`config.mk`:
```
export PLATFORM = sky130hd
export DESIGN_NAME = seq_detect_param
export DESIGN_NICKNAME = d
export VERILOG_FILES = /design/src/rtl/seq_detect_param.sv
export SDC_FILE = /design/constraint.sdc
export NUM_CORES = 1
export LEC_CHECK = 0
export ABC_AREA = 0
export CAP_MARGIN = 20
export CELL_PAD_IN_SITES_DETAIL_PLACEMENT = 1
export CELL_PAD_IN_SITES_GLOBAL_PLACEMENT = 2
export CORE_MARGIN = 2
export CORE_UTILIZATION = 30
export CTS_BUF_LIST = sky130_fd_sc_hd__clkbuf_4
export DETAILED_ROUTE_END_ITERATION = 12
export MAX_ROUTING_LAYER = met4
export PLACE_DENSITY_LB_ADDON = 0.25
export SETUP_SLACK_MARGIN = 0.15
export SLEW_MARGIN = 30
export SYNTH_ARGS = -nofsm -noshare
export SYNTH_HDL_FRONTEND = slang
export SYNTH_SLANG_ARGS = --single-unit
```
`constraint.sdc`:
```
create_clock -name clk -period 3.2 [get_ports clk]
set_clock_uncertainty 0.05 [all_clocks]
set_input_delay 0.64 -clock clk [delete_from_list [all_inputs] [get_ports clk]]
set_output_delay 0.64 -clock clk [all_outputs]
set_load 0.01 [all_outputs]
```
`src/rtl/seq_detect_param.sv`:
```
// Runtime-configurable serial bit-sequence detector.
// Registered match pulse plus saturating match counter.
module seq_detect_param #(
  parameter int                   MAX_LEN         = 8,
  parameter int                   LEN_W           = 4,
  parameter int                   CNT_W           = 8,
  parameter logic [MAX_LEN-1:0]   DEFAULT_PATTERN = 8'b0001_0110,
  parameter int                   DEFAULT_LEN     = 5,
  parameter bit                   DEFAULT_OVERLAP = 1'b0
) (
  input  logic               clk,
  input  logic               rst,
  input  logic               cfg_load,
  input  logic [MAX_LEN-1:0] cfg_pattern,
  input  logic [LEN_W-1:0]   cfg_len,
  input  logic               cfg_overlap,
  input  logic               in_valid,
  input  logic               in_bit,
  input  logic               clr_count,
  output logic               match,
  output logic [CNT_W-1:0]   match_count
);

  localparam logic [LEN_W-1:0] MAXL = LEN_W'(MAX_LEN);
  localparam logic [LEN_W-1:0] DLEN =
    (DEFAULT_LEN > MAX_LEN) ? MAXL : LEN_W'(DEFAULT_LEN);
  localparam logic [CNT_W-1:0] CMAX = '1;

  logic [MAX_LEN-1:0] hist;
  logic [MAX_LEN-1:0] hist_n;
  logic [MAX_LEN-1:0] pat;
  logic [MAX_LEN-1:0] mask;
  logic [LEN_W-1:0]   len;
  logic [LEN_W-1:0]   len_c;
  logic [LEN_W-1:0]   fill;
  logic [LEN_W-1:0]   fill_n;
  logic               ovl;
  logic               hit;
  logic               cnt_hit;

  always_comb begin
    len_c  = (cfg_len > MAXL) ? MAXL : cfg_len;
    fill_n = (fill >= MAXL) ? MAXL : fill + LEN_W'(1);
    hist_n = {hist[MAX_LEN-2:0], in_bit};
    mask   = '0;
    for (int i = 0; i < MAX_LEN; i++) begin
      mask[i] = (i < int'(len));
    end
    // Only the low len bits of history and pattern take part
    hit = in_valid && (len != '0) && (fill_n >= len) &&
          (((hist_n ^ pat) & mask) == '0);
    cnt_hit = hit && !cfg_load;
  end

  always_ff @(posedge clk) begin
    if (rst) begin
      pat   <= DEFAULT_PATTERN;
      len   <= DLEN;
      ovl   <= DEFAULT_OVERLAP;
      hist  <= '0;
      fill  <= '0;
      match <= 1'b0;
    end else if (cfg_load) begin
      pat   <= cfg_pattern;
      len   <= len_c;
      ovl   <= cfg_overlap;
      hist  <= '0;
      fill  <= '0;
      match <= 1'b0;
    end else if (in_valid) begin
      hist  <= hist_n;
      match <= hit;
      // Non-overlap mode restarts the fill so matched bits are not reused
      fill  <= (hit && !ovl) ? '0 : fill_n;
    end else begin
      match <= 1'b0;
    end
  end

  always_ff @(posedge clk) begin
    if (rst) begin
      match_count <= '0;
    end else if (clr_count) begin
      match_count <= '0;
    end else if (cnt_hit && match_count != CMAX) begin
      match_count <= match_count + CNT_W'(1);
    end
  end

endmodule

```
==> impl_metrics.json <==
{
  "grt_antenna_before_repair": 0,
  "ant_nets": 0,
  "pwr-share-seq_pct": 56.4,
  "clk_path_buf_depth": 2,
  "cts_hold_repair.buffers": 0,
  "crit_family": "simple AND/OR/NAND/NOR gates",
  "synth-main-ff-cell": "dfxtp_1",
  "fin_total_pwr_mw": 0.772,
  "holdCritPathClass": "register to register",
  "hold_depth": 2,
  "crit_path_end_kind": "register",
  "drive_above_1_share_pct": 9.52,
  "rr_startpoint": "fill[0]",
  "ys_top_cells_by_area": "dfxtp_1, mux2i_1, nor2_1, ha_1, xnor2_1",
  "dpl_cell_area_um2": 1970,
  "p_int_mw": 0.561,
  "rsz0062_at_grt": "no",
  "power_per_cell_area_nw_per_um2": 381,
  "wl_per_cell_um": 13.7,
  "path_clk_slew_ns": 0.11,
  "clkPwrFrac_pct": 31.0,
  "r2r-end": "fill[3]",
  "syn_avg_cell_area_um2": 9.03,
  "synthTopCellsByCount": "dfxtp_1, nor2_1, mux2i_1",
  "required_ns": 3.40,
  "layout.nets": 235,
  "status": "completed",
  "hold_end": "ovl",
  "fp-row-count": 26,
  "drt_iter0_drc": 57,
  "slew_violations": 0,
  "die-area_um2": 6060,
  "leakagePower_nw": 0.744,
  "viasPerCell": 4.95,
  "worst-path-buf-inv": 1,
  "syn-instance-count": 181,
  "grt_pass1_wl_mm": 6.62,
  "cts_tree": "built",
  "ioPinCount": 28,
  "r2r_slack_ns": 0.62,
  "grt_pass1_vias": 1424,
  "postCtsResizedCells": 0,
  "syn_area_um2": 1640,
  "hold_slack_ns": 0.457,
  "wl_mm": 3.82,
  "drc_errors": 0,
  "route.vias.total": 1385,
  "clk-insertion-delay-late_ns": 0.33,
  "cts_sinks": 33,
  "async_flop_share_pct": 0,
  "holdCritStartpoint": "ovl",
  "drv_cap": 0,
  "core-area_um2": 5170,
  "drt_pre_antenna_iters": 4,
  "io_buffers": 27,
  "swShare_pct": 27.4,
  "gp_congestion": 0.792,
  "fillers": 610,
  "synth_nets": 207,
  "cts_setup_buffers": 0,
  "stdcell_count": 280,
  "yosysTopAreaCellShare_pct": 40.4,
  "final.setup.tns_ns": 0,
  "cts-root-buf": "clkbuf_4",
  "placed_cells_incl_taps": 272,
  "synth_top_cell_by_area": "dfxtp_1",
  "yosys_warnings": 0,
  "synthToLayoutAreaGrowth_pct": 23.9,
  "h-tree-depth": 2,
  "r2r_cells": 9,
  "overflow": 0,
  "insertedDiodeCount": 0,
  "ys_seq_elements": 33,
  "cts_made_buffers": 5,
  "start_util_pct": 31.6,
  "grt_usage_pct": 14.3,
  "synth_cell_type_count": 42,
  "crit_fanout": 4,
  "grt_max_degree": 22,
  "die_w_um": 77.8,
  "crit_type": "register to register",
  "p_sw_mw": 0.212,
  "tightest_slew_ns": 0.706,
  "pwr-share-comb_pct": 12.6,
  "synth_most_common_cell": "dfxtp_1",
  "hold_viol_final": 0,
  "worstSetupStartpointType": "register",
  "ir_worst_vdd_uv": 152,
  "setup_viol": 0,
  "fmax_ghz": 0.388,
  "seq_area_frac_synth_pct": 40.4,
  "design_area_um2": 2030,
  "critPathArrivalTime_ns": 2.78,
  "hpwl_mm": 2.99,
  "period_needed_ns": 2.58,
  "slew_headroom_pct": 51.7,
  "crit_path_max_incr_delay_ns": 0.62,
  "fin_crit_sh_pct": 80.6,
  "die_height_um": 77.8,
  "cp_cell_sequence": "inv_1, ha_1, nor2b_1, ha_1, a2111oi_0, nor3_1, nand3_1, nor2_1, nor3_1",
  "critPathSlowestCell": "a2111oi_0",
  "synth_edf_count": 0
}
per-stage QoR:
| step | worst slack, ns | util [%] |
|---|---|---|
| after floorplan | 0.843 | - |
| after global placement | 0.648 | 38.0 |
| after detailed placement | 0.601 | 38.0 |
| after CTS | 0.594 | 39.2 |
| after global routing | 0.404 | 39.2 |
| final | 0.620 | 39.2 |
power by group through the flow:
stage / sequential [mW] / combinational [mW] / clock (mW)
after floorplan: 0.439 / 0.0654 / 0
after CTS: 0.436 / 0.0998 / 0.254
after global placement: 0.444 / 0.0957 / 0
after detailed placement: 0.445 / 0.0995 / 0
after global routing: 0.438 / 0.109 / 0.278
final: 0.436 / 0.0975 / 0.239
worst register-to-register path: stages (launching register included):
cell and delay (ns):
dfxtp_1 0.39, inv_1 0.09, ha_1 0.28, nor2b_1 0.14, ha_1 0.27, a2111oi_0 0.62
nor3_1 0.11, nand3_1 0.21, nor2_1 0.13, nor3_1 0.21
cells in the final DEF (no fill, tap or decap), types with 2 or more instances in the layout:
cell,n
xor2_1,2
o32ai_1,2
nand2b_1,2
xnor2_1,9
o21ai_0,7
nand2_1,7
nor2b_1,4
or3_1,3
o22ai_1,2
buf_4,3
nor2_1,24
clkbuf_4,5
clkinvlp_4,3
nor3_1,4
a21oi_1,8
nand3_1,8
clkdlybuf4s50_1,27
mux2i_1,15
nor4_1,2
dfxtp_1,33
or2_2,3
a211o_1,4
ha_1,7
inv_1,7
cell type report:
cell class / count / area, µm² / area share, %
multi-input combinational: 132 / 900 / 44.4
tap: 70 / 87.6 / 4.32
sequential: 33 / 661 / 32.6
inverter: 7 / 26.3 / 1.30
timing repair buffer: 30 / 293 / 14.4
clock buffer: 5 / 37.5 / 1.85
clock inverter: 3 / 22.5 / 1.11
sequential cells by signal, indices dropped and copies added (netlist names):
register / count
fill: 4
hist: 7
len: 4
match: 1
match_count: 8
ovl: 1
pat: 8
layer usage:
layer  global-route usage [%]  routed length [µm]  vias up
met5                        -                   0        -
li1                         -                   -      695
met4                     7.14                  24        0
met1                     16.7                1740      668
met2                     23.2                1940       20
met3                     3.02                 118        2
worst max-delay path by stage:
stage	startpoint	end	depth (start not counted)
6_report	fill[0]	fill[3]	9
5_1_grt	fill[0]	match_count[7]	9
4_1_cts	fill[0]	match_count[7]	9
3_5_place_dp	in_bit	match_count[7]	7
3_3_place_gp	in_bit	match_count[7]	7
2_1_floorplan	fill[0]	match_count[7]	9
cells by family after synthesis:
| group | Yosys count | share of synthesized area (%) |
|---|---|---|
| XOR/XNOR | 11 | 5.89 |
| multiplexers | 15 | 9.18 |
| flip-flops | 33 | 40.4 |
| buffers and inverters | 16 | 4.59 |
| AND/OR/NAND/NOR | 68 | 21.9 |
| AO/OA/AOI/OAI | 31 | 12.7 |
| adder cells (fa/ha/maj) | 7 | 5.36 |
Note: power is estimated with default switching activity, not from simulation.
